**src/rtl/instruction_fetch_unit.sv**
```systemverilog
`default_nettype none
// ============================================================================
// Module   : instruction_fetch_unit
// Purpose  : Fetch stage between a combinational program memory and the
//            decode stage. Walks the PC one byte per clock, assembles each
//            3-byte instruction (opcode, operand, register select) and offers
//            it downstream over a valid/ready handshake. Supports a jump
//            redirect and a halt opcode that stops fetching.
// Ports    : clk        - clock, rising-edge state updates
//            rst_n      - synchronous active-low reset
//            pm_addr    - program-memory address (current PC)
//            pm_data    - program-memory byte at pm_addr (same cycle)
//            jump_en    - redirect PC to jump_addr this cycle
//            jump_addr  - redirect target
//            ir_valid   - assembled instruction is valid
//            ir_ready   - downstream accepts the instruction
//            ir_opcode  - byte 0
//            ir_operand - byte 1 (immediate)
//            ir_reg     - byte 2 (register select)
//            ir_pc      - address of byte 0
//            halted     - fetch stopped after a halt opcode was transferred
// Revision : 1.0 - initial release
// ============================================================================
module instruction_fetch_unit #(
    parameter int                ADDR_W   = 8,
    parameter int                DATA_W   = 8,
    parameter logic [ADDR_W-1:0] RESET_PC = 8'h00,
    parameter logic [DATA_W-1:0] HLT_OP   = 8'hFF
) (
    input  logic              clk,
    input  logic              rst_n,
    output logic [ADDR_W-1:0] pm_addr,
    input  logic [DATA_W-1:0] pm_data,
    input  logic              jump_en,
    input  logic [ADDR_W-1:0] jump_addr,
    output logic              ir_valid,
    input  logic              ir_ready,
    output logic [DATA_W-1:0] ir_opcode,
    output logic [DATA_W-1:0] ir_operand,
    output logic [DATA_W-1:0] ir_reg,
    output logic [ADDR_W-1:0] ir_pc,
    output logic              halted
);

    localparam logic [ADDR_W-1:0] c_pc_inc = {{(ADDR_W-1){1'b0}}, 1'b1};

    typedef enum logic [2:0] {
        F_OP  = 3'd0,
        F_OPD = 3'd1,
        F_REG = 3'd2,
        HOLD  = 3'd3,
        HALT  = 3'd4
    } state_t;

    state_t            r_state;
    state_t            w_next_state;
    logic [ADDR_W-1:0] r_pc;
    logic [ADDR_W-1:0] w_pc_next;
    logic [DATA_W-1:0] r_opcode;
    logic [DATA_W-1:0] r_operand;
    logic [DATA_W-1:0] r_reg;
    logic [ADDR_W-1:0] r_ir_pc;

    // ------------------------------------------------------------------------
    // Next-state / next-PC logic. A jump overrides all fetch progress; a
    // bundle handed over in the same cycle as a jump is simply considered
    // consumed, so no extra handling is needed for that case.
    // ------------------------------------------------------------------------
    always_comb begin
        w_next_state = r_state;
        w_pc_next    = r_pc;
        if (jump_en) begin
            w_next_state = F_OP;
            w_pc_next    = jump_addr;
        end else begin
            case (r_state)
                F_OP: begin
                    w_next_state = F_OPD;
                    w_pc_next    = r_pc + c_pc_inc;
                end
                F_OPD: begin
                    w_next_state = F_REG;
                    w_pc_next    = r_pc + c_pc_inc;
                end
                F_REG: begin
                    w_next_state = HOLD;
                    w_pc_next    = r_pc + c_pc_inc;
                end
                HOLD: begin
                    if (ir_ready) begin
                        w_next_state = (r_opcode == HLT_OP) ? HALT : F_OP;
                    end
                end
                HALT: begin
                    w_next_state = HALT;
                end
                default: begin
                    w_next_state = F_OP;
                end
            endcase
        end
    end

    // ------------------------------------------------------------------------
    // State, PC and instruction-field registers. Fields are written only in
    // the three fetch states, so they stay frozen while the bundle is offered.
    // ------------------------------------------------------------------------
    always_ff @(posedge clk) begin
        if (!rst_n) begin
            r_state   <= F_OP;
            r_pc      <= RESET_PC;
            r_opcode  <= '0;
            r_operand <= '0;
            r_reg     <= '0;
            r_ir_pc   <= '0;
        end else begin
            r_state <= w_next_state;
            r_pc    <= w_pc_next;
            if (!jump_en) begin
                case (r_state)
                    F_OP: begin
                        r_opcode <= pm_data;
                        r_ir_pc  <= r_pc;
                    end
                    F_OPD: begin
                        r_operand <= pm_data;
                    end
                    F_REG: begin
                        r_reg <= pm_data;
                    end
                    default: begin
                    end
                endcase
            end
        end
    end

    assign pm_addr    = r_pc;
    assign ir_valid   = (r_state == HOLD);
    assign halted     = (r_state == HALT);
    assign ir_opcode  = r_opcode;
    assign ir_operand = r_operand;
    assign ir_reg     = r_reg;
    assign ir_pc      = r_ir_pc;

endmodule
`default_nettype wire

```
**config.mk**
```make
export PLATFORM = sky130hd
export DESIGN_NAME = instruction_fetch_unit
export DESIGN_NICKNAME = d
export VERILOG_FILES = /design/src/rtl/instruction_fetch_unit.sv
export SDC_FILE = /design/constraint.sdc
export NUM_CORES = 1
export LEC_CHECK = 0
export ABC_AREA = 1
export CELL_PAD_IN_SITES_DETAIL_PLACEMENT = 1
export CELL_PAD_IN_SITES_GLOBAL_PLACEMENT = 1
export CORE_UTILIZATION = 34
export CTS_CLUSTER_DIAMETER = 40
export DETAILED_ROUTE_END_ITERATION = 7
export GPL_TIMING_DRIVEN = 0
export PLACE_DENSITY_LB_ADDON = 0.1
export SETUP_SLACK_MARGIN = 0.2
export SLEW_MARGIN = 25
export SYNTH_ARGS = -nofsm -noshare
export SYNTH_HDL_FRONTEND = slang
export SYNTH_SLANG_ARGS = --single-unit
```
**constraint.sdc**
```tcl
create_clock -name clk -period 1.9 [get_ports clk]
set_input_delay 0.475 -clock clk [delete_from_list [all_inputs] [get_ports clk]]
set_output_delay 0.475 -clock clk [all_outputs]
set_load 0.02 [all_outputs]
```
# Yosys cells after proc, flatten, opt, wreduce, memory -nomap -nowiden
# Index checks and enable logic that the tools add are counted.
# Widths: inputs -> output; s select.
# word_totals
ff_bits	43
input_bits	20
out_inout_bits	42
word_cells	27
# classes
n_bitwise	2
addsub	1
eq_ne	6
reduce_logical	7
muxes	5
# op_table
operator	count
$mux 8	2
$pmux 3 s5	1
$add 8x1->8 const B	1
$eq 8x8->1 const B	1
$eq 3x2->1 const B	2
$mux 3	2
$reduce_and 2->1	3
$eq 3x1->1 const B	1
$eq 3x3->1 const B	1
$logic_not 3->1	1
$reduce_or 3->1	1
$ne 2x1->1 const B	1
$not 1->1	2
$reduce_bool 2->1	1
$reduce_or 2->1	1

# Depth between registers and ports, before layout
# logic_depth
ltp_word	4
ltp_mapped	8
ltp_nobuf	7

# Worst setup path after synthesis
# OpenSTA, ideal clock, no wires.
# synth_path
path_kind	register to output
startpoint	reg r_state[2]
endpoint	out halted
path_buffers	0
required_ns	1.425
arrival_ns	0.854
setup_slack_ns	0.571
path_stages_with_launch	3
cell_sequence	dfxtp_1 -> inv_2 -> nor2_1
# synth_via
elab_chain_len	1
# synth_lines
item	line_no	source
start: declaration	55	state_t r_state;
start signal: assignment	117	r_state <= w_next_state;
$eq 3x3->1	140	assign halted = (r_state == HALT);
end: declaration	42	output logic halted
# Every way passes these cells.

# Final worst setup path
# layout_path
startpoint	reg r_state[1]
endpoint	out halted
# The elaborated chain is that of the path after synthesis.

==> summary.md <==
| Metric | Value |
|---|---|
| CTS tree | done |
| Final Hold Fails | 0 |
| Worst hold-check path type | in -> reg |
| Initial antenna violation count | 0 |
| Routed Antenna Nets | 0 |
| Final Critical Period | 1660 ps |
| Fillers | 663 |
| Final GP Congestion | between 0.8 and 0.9 |
| Crit path kind | reg -> out |
| YS warnings | 0 |
| Drc violations | 0 |
| Most frequent cells in the layout | nor2_1 (64), dfxtp_1 (40), dlygate4sd2_1 (40) |
| Setup_tns | 0 ps |
| Post-Route WL | 5050 um |
| Starting Density | 0.352 |
| Clk_skew | approximately 8.0 ps |
| CP Launch Type | register |
| Layout cell share with drive strength beyond 1 | 0.116 |
| Worst Max-Slew Pin Slew | 427 ps |
| Number of synthesized flops with an enable pin | 0 |
| Vias post-DR | between 1500 and 2000 |
| Syn Nets | 256 |
| Ys flop type | dfxtp_1 |
| First-pass GRT wire length | 8070 um |
| Avg Vias per Cell | 4.77 |
| Post-DP HPWL | between 3000 and 4000 um |
| Crit path DAT | 1190 ps |
| Antenna cell count | 0 |
| CTS max path bufs | 2 |
| Largest net degree at the start of global routing | 15 |
| Row count | 26 |
| Hold-fix buffer count after cts | 0 |
| Final #Nets | roughly 320 |
| Worst-Skew Late Latency | 300 ps |
| IO buf count | 59 |
| Worst-path fanout max | 3 |
| Vias in the first global route | 1754 |
| Max_slew headroom | 0.716 |
| Unique masters post-synth | 30 |
| Max-Cap Viols | 0 |
| Peak supply drop | about 0.37 mV |
| Outcome | complete, no violations |
| Final Setup Violations | 0 |
| DIE AREA | 5550 um2 |
| Synth Instances | roughly 240 |
| Yosys reg bits | 43 |
| Pre-antenna DRT Iters | 3 |
| Die Wd | 74.5 um |
| GRT Total Usage | 0.198 |
| Chip height | around 75 um |
| Register area share after synthesis | 0.481 |
| H-tree levels | 2 |
| Final period util | 0.874 |
| RSZ-0062 raised after global routing | false |
| CTS Sinks | 43 |
| Fmax | about 0.6 GHz |
| CP required | approximately 1400 ps |
| Worst-path clk slew | 90 ps |
| GR Overflow Total | 0 |
| Total core area | between 5000 and 6000 um2 |
| Total power draw | slightly above 2 mW |
| Drt initial violations | 62 |
| Leading cell type in the layout, fill and taps excluded | nor2_1 |
| Syn avg cell area | roughly 7.6 um2 |
| Crit. End Element | output port |
| Max Slew Vio Count | 0 |
| Area growth syn-to-layout | 41.1% |
| Drt wl/cell | between 10 and 15 um |
| Post-synthesis async set-or-reset flop share | 0 |
| Root buffer cell | clkbuf_8 |
| Leakage | 1.15 nW |
| Setup bufs post-CTS | 0 |
| Num CTS Buffers | 5 |
| PD cells | 820 nW/um2 |
| IO Pins | 62 |
| Mapped cell area | about 1800 um2 |
[cell usage after synthesis (all sizes together) (2+ instances only)]
cell    instances  share of area
nor2           66           0.14
clkbuf          4         0.0091
nand4           3          0.019
dfxtp          43           0.48
a21oi          13          0.036
xor2            2         0.0098
o21ai          42           0.12
nand3           8          0.025
buf             5          0.026
inv            19          0.041
nand2          23          0.059
[worst max-delay path: stages, from the launching register on]
cell and delay (ps):
dfxtp_2 350, inv_2 80, nand2_1 80, nor2_1 160
clkbuf_2 200
[metrics by stage]
step,area [um2],hold WS (ps),cells,setup slack (ps),utilization
floorplan,1790,534,235,571,-
global placement,2470,463,364,71.5,0.486
detailed placement,2470,474,364,36.0,0.486
CTS,2530,477,372,82.7,0.499
global route,2520,483,372,209,0.497
finish,2520,482,372,239,0.497
[routing by layer]
metal / vias to the layer above / global-route usage / part of all wire
met5: - / 0 / 0
met4: 0 / 0.0713 / 0.021
met3: 8 / 0.0542 / 0.045
met2: 46 / 0.355 / 0.50
met1: 826 / 0.223 / 0.44
li1: 893 / - / -
[final timing paths]
| check | from | to | slack (ps) | cells after the start |
|---|---|---|---|---|
| max | r_state[1] | halted | 240 | 4 |
| min | jump_en | pm_addr[1] | 480 | 3 |
| max reg2reg | pm_addr[1] | pm_addr[4] | 560 | 5 |
| min reg2reg | ir_reg[3] | ir_reg[3] | 480 | 2 |
[cell type report]
class	count	area, um2	share of cell area
multi-input combinational	164	791	0.313
tap	70	87.6	0.0347
sequential	43	865	0.343
timing repair buffer	59	531	0.210
inverter	19	73.8	0.0293
clock inverter	3	43.8	0.0174
clock buffer	5	68.8	0.0273
buffer	9	62.6	0.0248
[what timing repair did]
action / in CTS / in global routing
pin swaps: 0 / 0
resized for setup: 47 / 3
endpoints found under the setup margin: 42 / 2
[power by group]
part | switching, mW | internal, mW | total (mW) | leakage, nW
Clock | 0.338 | 0.392 | 0.730 | 0.0581
Combinational | 0.204 | 0.142 | 0.346 | 0.738
Sequential | 0.0381 | 0.955 | 0.993 | 0.355
[logic make-up after synthesis]
family | Yosys count | share of synthesized area
AOI/OAI and AO/OA | 59 | 0.170
xor gates and xnor gates | 3 | 0.0147
adders and majority gates | 1 | 0.00700
buffers and inverters | 28 | 0.0763
DFF | 43 | 0.481
and+or+nand+nor | 101 | 0.251
Power figures use the tool's default switching activity.
